--- src/rtl/iq_demod_accum_pkg.sv ---
// Shared types for the I/Q demodulator: FSM state encoding, sample-counter
// width and the saturating sample-count increment.
package iq_demod_accum_pkg;

  typedef enum logic [1:0] {
    ST_IDLE  = 2'd0,
    ST_SYNC  = 2'd1,
    ST_ACCUM = 2'd2,
    ST_DONE  = 2'd3
  } state_e;

  localparam int NSW = 16;

  function automatic logic [NSW-1:0] sat_inc(input logic [NSW-1:0] v);
    return (&v) ? v : v + 1'b1;
  endfunction

endpackage

--- src/rtl/iq_demod_accum_sat_accum.sv ---
// Signed saturating accumulator: adds or subtracts a DW-bit sample into an
// AW-bit register, clamping at the signed limits and flagging each clamp.
module iq_demod_accum_sat_accum #(
  parameter int AW = 24,
  parameter int DW = 8
) (
  input  logic          clk,
  input  logic          rst_n,
  input  logic          clr_i,
  input  logic          en_i,
  input  logic          add_i,
  input  logic [DW-1:0] din_i,
  output logic [AW-1:0] acc_o,
  output logic          sat_o
);

  logic [AW-1:0] acc_q, acc_d;
  logic [DW:0]   din_ext;
  logic [DW:0]   term;
  logic [AW:0]   term_ext;
  logic [AW:0]   sum;
  logic          over;
  logic [AW-1:0] limit;

  // Negation happens one bit wider than the sample so -(-2^(DW-1)) stays positive.
  assign din_ext  = {din_i[DW-1], din_i};
  assign term     = add_i ? din_ext : (~din_ext + 1'b1);
  assign term_ext = {{(AW-DW){term[DW]}}, term};
  assign sum      = {acc_q[AW-1], acc_q} + term_ext;
  assign over     = sum[AW] ^ sum[AW-1];
  assign limit    = sum[AW] ? {1'b1, {(AW-1){1'b0}}} : {1'b0, {(AW-1){1'b1}}};

  // NOTE: acc_d gets a default before any branch so no latch is inferred.
  always_comb begin
    acc_d = acc_q;
    sat_o = 1'b0;
    if (clr_i) begin
      acc_d = '0;
    end else if (en_i) begin
      acc_d = over ? limit : sum[AW-1:0];
      sat_o = over;
    end
  end

  // NOTE: state registers use non-blocking assignment so every flop samples pre-edge values.
  always_ff @(posedge clk or negedge rst_n) begin
    if (!rst_n) acc_q <= '0;
    else        acc_q <= acc_d;
  end

  assign acc_o = acc_q;

endmodule

--- src/rtl/iq_demod_accum.sv ---
// Synchronous I/Q demodulator: enables the reference counter, aligns to the
// first IP rising edge and integrates +/- signed samples over N IP periods.
module iq_demod_accum
  import iq_demod_accum_pkg::*;
#(
  parameter int DW      = 8,
  parameter int AW      = 24,
  parameter int PW      = 8,
  parameter int TIMEOUT = 1023
) (
  input  logic                  Clk,
  input  logic                  Resetn,
  input  logic                  start,
  input  logic                  abort,
  input  logic [PW-1:0]         num_periods,
  input  logic                  IP,
  input  logic                  QP,
  input  logic signed [DW-1:0]  sample,
  input  logic                  sample_valid,
  output logic                  CountEnable,
  output logic                  busy,
  output logic                  done,
  output logic signed [AW-1:0]  i_acc,
  output logic signed [AW-1:0]  q_acc,
  output logic [NSW-1:0]        n_samples,
  output logic                  ovf,
  output logic                  timeout
);

  localparam int TW = $clog2(TIMEOUT + 1);

  state_e         state_q, state_d;
  logic           ip_d_q;
  logic [PW-1:0]  np_q, np_d;
  logic [PW-1:0]  period_q, period_d;
  logic [TW-1:0]  timer_q, timer_d;
  logic [NSW-1:0] n_q, n_d;
  logic           ovf_q, ovf_d;
  logic           to_q, to_d;

  logic           ip_rise;
  logic           last_period;
  logic           acc_clr, acc_en;
  logic           i_sat, q_sat;
  logic [AW-1:0]  i_acc_raw, q_acc_raw;

  assign ip_rise     = IP & ~ip_d_q;
  assign last_period = ({1'b0, period_q} + {{PW{1'b0}}, 1'b1}) == {1'b0, np_q};

  always_comb begin
    state_d  = state_q;
    np_d     = np_q;
    period_d = period_q;
    timer_d  = timer_q;
    n_d      = n_q;
    ovf_d    = ovf_q | i_sat | q_sat;
    to_d     = to_q;
    acc_clr  = 1'b0;
    acc_en   = 1'b0;

    unique case (state_q)
      ST_IDLE: begin
        if (start && !abort) begin
          acc_clr  = 1'b1;
          n_d      = '0;
          ovf_d    = 1'b0;
          to_d     = 1'b0;
          np_d     = num_periods;
          period_d = '0;
          timer_d  = '0;
          state_d  = (num_periods != '0) ? ST_SYNC : ST_DONE;
        end
      end
      ST_SYNC: begin
        // The aligning edge's own sample already belongs to the first period.
        if (abort) begin
          state_d = ST_IDLE;
        end else if (ip_rise) begin
          state_d  = ST_ACCUM;
          period_d = '0;
          acc_en   = sample_valid;
        end else if (timer_q == TW'(TIMEOUT)) begin
          to_d    = 1'b1;
          state_d = ST_DONE;
        end else begin
          timer_d = timer_q + 1'b1;
        end
      end
      ST_ACCUM: begin
        if (abort) begin
          state_d = ST_IDLE;
        end else if (ip_rise && last_period) begin
          state_d = ST_DONE;
        end else begin
          if (ip_rise) period_d = period_q + 1'b1;
          acc_en = sample_valid;
        end
      end
      ST_DONE: state_d = ST_IDLE;
      default: state_d = ST_IDLE;
    endcase

    if (acc_en) n_d = sat_inc(n_q);
  end

  always_ff @(posedge Clk or negedge Resetn) begin
    if (!Resetn) begin
      state_q  <= ST_IDLE;
      ip_d_q   <= 1'b0;
      np_q     <= '0;
      period_q <= '0;
      timer_q  <= '0;
      n_q      <= '0;
      ovf_q    <= 1'b0;
      to_q     <= 1'b0;
    end else begin
      state_q  <= state_d;
      ip_d_q   <= IP;
      np_q     <= np_d;
      period_q <= period_d;
      timer_q  <= timer_d;
      n_q      <= n_d;
      ovf_q    <= ovf_d;
      to_q     <= to_d;
    end
  end

  iq_demod_accum_sat_accum #(.AW(AW), .DW(DW)) u_i_acc (
    .clk   (Clk),
    .rst_n (Resetn),
    .clr_i (acc_clr),
    .en_i  (acc_en),
    .add_i (IP),
    .din_i (sample),
    .acc_o (i_acc_raw),
    .sat_o (i_sat)
  );

  iq_demod_accum_sat_accum #(.AW(AW), .DW(DW)) u_q_acc (
    .clk   (Clk),
    .rst_n (Resetn),
    .clr_i (acc_clr),
    .en_i  (acc_en),
    .add_i (QP),
    .din_i (sample),
    .acc_o (q_acc_raw),
    .sat_o (q_sat)
  );

  assign i_acc       = i_acc_raw;
  assign q_acc       = q_acc_raw;
  assign n_samples   = n_q;
  assign ovf         = ovf_q;
  assign timeout     = to_q;
  assign CountEnable = (state_q == ST_SYNC) || (state_q == ST_ACCUM);
  assign busy        = CountEnable;
  assign done        = (state_q == ST_DONE);

endmodule
--- config.mk ---
export PLATFORM = sky130hd
export DESIGN_NAME = iq_demod_accum
export DESIGN_NICKNAME = d
export VERILOG_FILES = /design/src/rtl/iq_demod_accum_pkg.sv /design/src/rtl/iq_demod_accum_sat_accum.sv /design/src/rtl/iq_demod_accum.sv
export SDC_FILE = /design/constraint.sdc
export NUM_CORES = 1
export LEC_CHECK = 0
export CAP_MARGIN = 30
export CORE_MARGIN = 8
export CORE_UTILIZATION = 40
export CTS_CLUSTER_SIZE = 25
export DETAILED_ROUTE_END_ITERATION = 8
export HOLD_SLACK_MARGIN = 0.05
export SLEW_MARGIN = 20
export SYNTH_ARGS = -nofsm -noshare
export SYNTH_HDL_FRONTEND = slang
export SYNTH_SLANG_ARGS = --single-unit
--- constraint.sdc ---
create_clock -name Clk -period 2.71 [get_ports Clk]
set_clock_uncertainty 0.1 [all_clocks]
set_input_delay 0.4065 -clock Clk [delete_from_list [all_inputs] [get_ports Clk]]
set_output_delay 0.4065 -clock Clk [all_outputs]
set_load 0.05 [all_outputs]
==> results.ini, run 1 <==
[clocking]
clock_path_buffers=2
clock_sinks=95
numCtsBuffers=9
cts_tree=done
htree_num_levels=3
cts_root_buf=clkbuf_16
insertion_delay_ns=0.36
path_clk_slew_ns=0.07

[yosys]
netlist_area_um2=7370
synth_xor_area_frac=0.0616
synthSimpleGateAreaFrac=0.212
yosysMostFrequentCell=nand2_1
ys_seq_area_frac=0.323
ys_warn_count=0
synth_area_leaders=dfrtp_1, ha_1, nand2_1
synth_flop_cell=dfrtp_1
netlist_top_cells_count=nand2_1, dfrtp_1, nor2_1
synth_nets=995
synthArstFlopShare=1.00
yosys.area.top_type=dfrtp_1
yosysTopAreaCellShare=0.323
synthAdderAreaFrac=0.104
synth.avg_cell_area_um2=8.08
synth-compound-area-share=0.246
synth_top_family_by_area=compound AO/OA/AOI/OAI gates
synth.distinct_cells=71
synth_cells=912
ys_seq_elements=95
synth_edf_count=0
synth_mux_area_frac=0.00849

[route]
drt_iter0_drc=272
first_pass_iters=5
routed_wirelength_mm=23.7
top_layer_used=met4
final_antenna_net_count=0
met1_length_mm=10.7
avgViaCountPerCell=5.31
route.vias.total=7824
met3RoutedLength_um=791
wl_met2_mm=11.8
drc_errors=0
wl_per_cell_um=16.1

[setup_path]
cp_cell_sequence=buf_12, inv_12, ha_4, buf_6, a21oi_4, xor2_1, ha_1, a21o_1, a2111oi_4, nand2_2, a41oi_2, buf_4, a21oi_1, a211oi_1, buf_4, xnor2_4, buf_12, o21ba_4, o21ai_2
end_kind=flip-flop
rr_startpoint=u_i_acc.acc_o[4]
rrSetupSlack_ns=-0.39
startpoint_type=primary input
worstPathMaxFanout=13
reg2regPathDepth=13
slowest_stage=a2111oi_4
path_class=primary input to flip-flop
cp.arrival_ns=3.63
r2r-end=u_i_acc.acc_o[7]
slowest_delay_ns=0.41
critPathRequiredTime_ns=2.89

[timing]
tightest_slew_ns=0.541
rsz0062_at_grt=yes
slew_headroom=0.639
hold_violations=0
final_max_slew_viol_count=0
fin_ws_ns=-0.739
post-route-min-period_ns=3.45
setup_viol=65
fmax_mhz=290
whs_ns=0.403
timing.final.crit_share=1.27

[layout]
final_area_um2=12100
final_nets=1323
diodes=0
multi_input_area_um2=5850
stdcell_count=1474
drive_above_1_share=0.382
final.fill_count=1518
regArea_um2=2380
area_delta_synth_final_pct=64.0

[global_route]
antenna_found_initial=0
track_usage=0.202
grt_pass1_wl_mm=37.8
grt_start_max_net_pins=35
overflow=0
grt_pass1_vias=7788

[placement]
io_buffers=91
dp_slack_ns=-1.51
dp_cells=1411
gp_congestion=0.878
dpl_cell_area_um2=10400
dpl.hpwl_mm=16.3

[floorplanning]
start_util=0.409
die_h_um=152
rows=49
fp.dieW_um=152
dieArea_um2=23000
ios=92
core-area_um2=18000

[min_path]
min_from=np_q[1]
hold_path_class=flip-flop to flip-flop
min_to=np_q[1]
min_path_cells=2

[pwr]
power_mw=12.9
leakage_nw=5.55
ir_drop_uv=789
powerDensity_nw_per_um2=1070

[outcome]
status=finished with violations
violations=setup timing

[run]
cap_violations=0

[placed cells by master (no fill, tap or decap), types with 5 or more instances in the layout]
cell / count
nor3_2: 5
dfrtp_1: 92
o211ai_1: 8
a31oi_1: 11
clkbuf_16: 9
a21oi_2: 15
a21oi_1: 50
nor2_4: 18
nand2b_1: 16
nor3_1: 15
o21ai_4: 7
o21ai_2: 34
ha_4: 19
nand2_1: 122
nor2_1: 62
o21ai_0: 30
ha_1: 36
nor3b_2: 6
nor2_2: 12
and3_1: 17
o21a_1: 10
nor2b_1: 6
nand3_1: 16
o21ai_1: 29
xor2_1: 26
inv_1: 38
a21o_1: 24
buf_4: 225
buf_12: 13
nand4_1: 5
clkdlybuf4s50_1: 80
a211oi_1: 6
buf_6: 18
xnor2_1: 21
[state kept, by name, summed over array words and instances, names as in the netlist]
signal         flops
ip_d_q             1
n_samples         16
np_q               8
ovf                1
period_q           8
state_q            2
timeout            1
timer_q           10
u_i_acc.acc_o     24
u_q_acc.acc_o     24
[worst max-delay path by stage]
stage | start | endpoint | cells past startpoint
after CTS | sample[0] | u_i_acc.acc_o[9] | 21
final | sample[0] | u_i_acc.acc_o[7] | 19
after global routing | sample[0] | u_i_acc.acc_o[7] | 19
after detailed placement | sample[1] | u_i_acc.acc_o[2] | 19
after floorplan | sample[0] | u_i_acc.acc_o[9] | 16
after global placement | sample[0] | u_i_acc.acc_o[13] | 20
[critical path: cells and delay by family]
kind | cells | cell delay (ns)
XOR/XNOR | 2 | 0.32
adder cells (fa/ha/maj) | 2 | 0.42
AND/OR/NAND/NOR | 1 | 0.15
AO/OA/AOI/OAI | 8 | 1.56
buffers and inverters | 6 | 0.76
[repair_timing]
action	4_1_cts	5_1_grt
gates cloned	9	1
setup buffers	27	15
endpoints found under the setup margin	75	75
pin swaps	85	85
hold buffers	1	0
resized for setup	182	124
endpoints found under the hold margin	28	0
[per-stage QoR]
step / setup TNS (ns) / util
6_report: -31.05 / 0.671
5_1_grt: -39.83 / 0.671
4_1_cts: -33.21 / 0.639
3_5_place_dp: -86.68 / 0.574
3_3_place_gp: -84.68 / 0.574
2_1_floorplan: -27.58 / -
[cell families (layout without fill, tap and decap cells)]
family / Yosys count / in the layout
AO/OA/AOI/OAI: 284 / 286
XOR/XNOR: 51 / 51
adder cells (fa/ha/maj): 60 / 60
buffers and inverters: 75 / 406
flip-flops: 95 / 95
multiplexers: 6 / 6
AND/OR/NAND/NOR: 341 / 341
[layout make-up]
| cell class | count | share of cell area |
|---|---|---|
| Clock inverter | 6 | 0.00424 |
| Clock buffer | 10 | 0.0189 |
| Sequential cell | 95 | 0.197 |
| Multi-Input combinational cell | 744 | 0.484 |
| Tap cell | 229 | 0.0237 |
| Timing Repair Buffer | 349 | 0.258 |
| Inverter | 41 | 0.0142 |
[per-layer routing]
layer | GRT usage | vias up
met5 | 0 | -
met4 | 0.0554 | 0
met3 | 0.0282 | 28
met2 | 0.348 | 125
met1 | 0.259 | 3760
li1 | - | 3911
[report_power, final]
part | leakage, nW | internal [mW] | total (mW) | switching, mW
combinational | 4.14 | 4.21 | 9.25 | 5.04
sequential | 1.27 | 1.88 | 2.38 | 0.508
clock | 0.140 | 0.642 | 1.28 | 0.640
(Power assumes the default switching activity.)
==> inputs of run 2 (changes only) <==
- CORE_ASPECT_RATIO: not set -> 0.5
- CTS_CLUSTER_SIZE: 25 -> not set
==> run 2 against run 1 <==
- the run still ends with setup timing left
- setup slack worse by 0.15 ns
- combinational power is 5.3% lower
- non-clock buffer count is 1 higher
- global-route usage is 0.15 points higher
- cell area is 0.73% lower
- die area is 1.1% higher
==> results.ini, run 2 (synthesis results as in run 1) <==
[timing]
setup_viol=65  ; unchanged
tightest_slew_ns=0.682  ; was 0.541 ns
final_max_slew_viol_count=0  ; unchanged
post-route-min-period_ns=3.60  ; was 3.45 ns
hold_violations=0  ; unchanged
fin_tns_setup_ns=-40.84  ; was -31.05 ns
slew_headroom=0.545  ; was 0.639
fin_ws_ns=-0.893  ; was -0.739 ns
timing.final.crit_share=1.33  ; was 1.27
fmax_mhz=278  ; was 290 MHz
rsz0062_at_grt=yes  ; unchanged
whs_ns=0.397  ; was 0.403 ns

[run]
cap_violations=0  ; unchanged

[clocking]
clock_path_buffers=2  ; unchanged
clock_sinks=95  ; unchanged
numCtsBuffers=9  ; unchanged
cts_root_buf=clkbuf_16  ; unchanged
cts_tree=done  ; unchanged
htree_num_levels=3  ; unchanged
insertion_delay_ns=0.36  ; about the same
path_clk_slew_ns=0.07  ; about the same

[pwr]
powerDensity_nw_per_um2=1060  ; was 1070 nW/µm²
seqPwrFrac=0.187  ; was 0.185
internal-power_mw=6.74  ; was 6.72 mW
power.clock.fraction=0.122  ; was 0.099
pwr-share-comb=0.691  ; was 0.716
leakage_nw=5.49  ; was 5.55 nW
p_sw_frac=0.468  ; was 0.479
ir_drop_uv=433  ; was 789 µV
switching_power_mw=5.93  ; was 6.19 mW

[route]
wl_per_cell_um=16.3  ; was 16.1 µm
drc_errors=0  ; unchanged
first_pass_iters=5  ; unchanged
avgViaCountPerCell=5.35  ; was 5.31
routed_wirelength_mm=24.2  ; was 23.7 mm
drt_iter0_drc=319  ; was 272
final_antenna_net_count=0  ; unchanged
route.vias.total=7959  ; was 7824

[global_route]
overflow=0  ; unchanged
grt_pass1_wl_mm=39.5  ; was 37.8 mm
track_usage=0.203  ; was 0.202
grt_pass1_vias=8116  ; was 7788
grt_start_max_net_pins=48  ; was 35
antenna_found_initial=0  ; unchanged

[layout]
regArea_um2=2380  ; unchanged
multi_input_area_um2=5720  ; was 5850 µm²
final_area_um2=12000  ; was 12100 µm²
final_nets=1327  ; was 1323
final_cell_mix=buf_4, nand2_1, dfrtp_1  ; unchanged
final.fill_count=1522  ; was 1518
drive_above_1_share=0.366  ; was 0.382
layout_commonest_cell=buf_4  ; unchanged
fin_util=0.659  ; was 0.671
area_delta_synth_final_pct=62.8  ; was 64.0%
diodes=0  ; unchanged

[setup_path]
cp_cell_sequence=buf_4, nor2_4, nand2_4, nor4_4, nor3_4, a21o_4, ha_4, a21o_1, o41a_1, a32o_2, o311ai_4, nand2_2, buf_12, xnor2_4, buf_6, nor2_2, o21ai_1  ; was buf_12, inv_12, ha_4, buf_6, a21oi_4, xor2_1, ha_1, a21o_1, a2111oi_4, nand2_2, a41oi_2, buf_4, a21oi_1, a211oi_1, buf_4, xnor2_4, buf_12, o21ba_4, o21ai_2
slowest_stage=o41a_1  ; was a2111oi_4
slowest_delay_ns=0.39  ; was 0.41 ns
end_kind=flip-flop  ; unchanged
startpoint_type=primary input  ; unchanged
path_class=primary input to flip-flop  ; unchanged
cp.arrival_ns=3.78  ; was 3.63 ns
worstPathMaxFanout=6  ; was 13
critPathRequiredTime_ns=2.89  ; about the same

[outcome]
violations=setup timing  ; unchanged
status=finished with violations  ; unchanged

[floorplanning]
die_h_um=112  ; was 152 µm
dieArea_um2=23300  ; was 23000 µm²
rows=35  ; was 49
core-area_um2=18200  ; was 18000 µm²
fp.dieW_um=208  ; was 152 µm
start_util=0.405  ; was 0.409
ios=92  ; unchanged

[placement]
dpl_cell_area_um2=10300  ; was 10400 µm²
gp_congestion=0.885  ; was 0.878
dpl.hpwl_mm=16.6  ; was 16.3 mm
io_buffers=91  ; unchanged

[min_path]
hold_path_class=primary input to flip-flop  ; was flip-flop to flip-flop

run 2: timing repair:
action	in CTS	in global routing
hold buffers	1	0
gates cloned	11	0
hold endpoints to repair	45	0
setup endpoints to repair	75	75
resized for setup	176	93
buffers inserted	35	17
pin swaps	50	92
run 2: final timing paths:
kind                                endpoint        startpoint  slack (ns)  cells after the start
max                        u_i_acc.acc_o[21]         sample[2]       -0.89                     17
min                         u_i_acc.acc_o[0]         sample[0]        0.40                      4
max reg2reg                u_i_acc.acc_o[21]  u_i_acc.acc_o[4]       -0.33                     12
min reg2reg                          np_q[0]           np_q[0]        0.41                      2
max in group asynchronous  u_q_acc.acc_o[18]            Resetn        1.23                      3
min in group asynchronous      n_samples[12]            Resetn        0.51                      2
run 2: critical path: cells and delay by family:
family / cells / cell delay [ns]
xor gates and xnor gates: 1 / 0.25
and+or+nand+nor: 6 / 0.87
adders and majority gates: 1 / 0.28
AOI/OAI and AO/OA: 6 / 1.47
buffers and inverters: 3 / 0.50
run 2: area by class of cell:
class                   count  share of cell area
multi-input cells         747               0.477
repair buffers            350               0.257
flip-flops and latches     95               0.198
well taps                 240              0.0250
clock buffers              10              0.0191
inverters                  41              0.0145
clock inverters             6             0.00970
run 2: power groups by stage:
stage               combinational (mW)  clock (mW)  sequential, mW
floorplan                         3.55           0            3.36
global placement                  7.21           0            2.35
detailed placement                7.33           0            2.37
CTS                               8.21        1.57            2.37
global route                      9.45        1.63            2.43
finish                            8.76        1.54            2.37
run 2: through the flow:
stage / cells / power (mW) / setup WS, ns
final: 1489 / 12.7 / -0.893
after global routing: 1489 / 13.5 / -1.03
after global placement: 1417 / 9.56 / -1.44
after CTS: 1480 / 12.2 / -0.852
after floorplan: 912 / 6.91 / -0.638
after detailed placement: 1417 / 9.69 / -1.59
run 2: metal layers:
| layer | up-vias | share of wire | routed length [µm] | track usage |
|---|---|---|---|---|
| met5 | - | 0 | 0 | 0 |
| met4 | 0 | 0.018 | 442 | 0.0546 |
| met3 | 32 | 0.038 | 926 | 0.0471 |
| met2 | 137 | 0.49 | 11900 | 0.361 |
| met1 | 3862 | 0.45 | 10900 | 0.245 |
| li1 | 3928 | - | - | - |
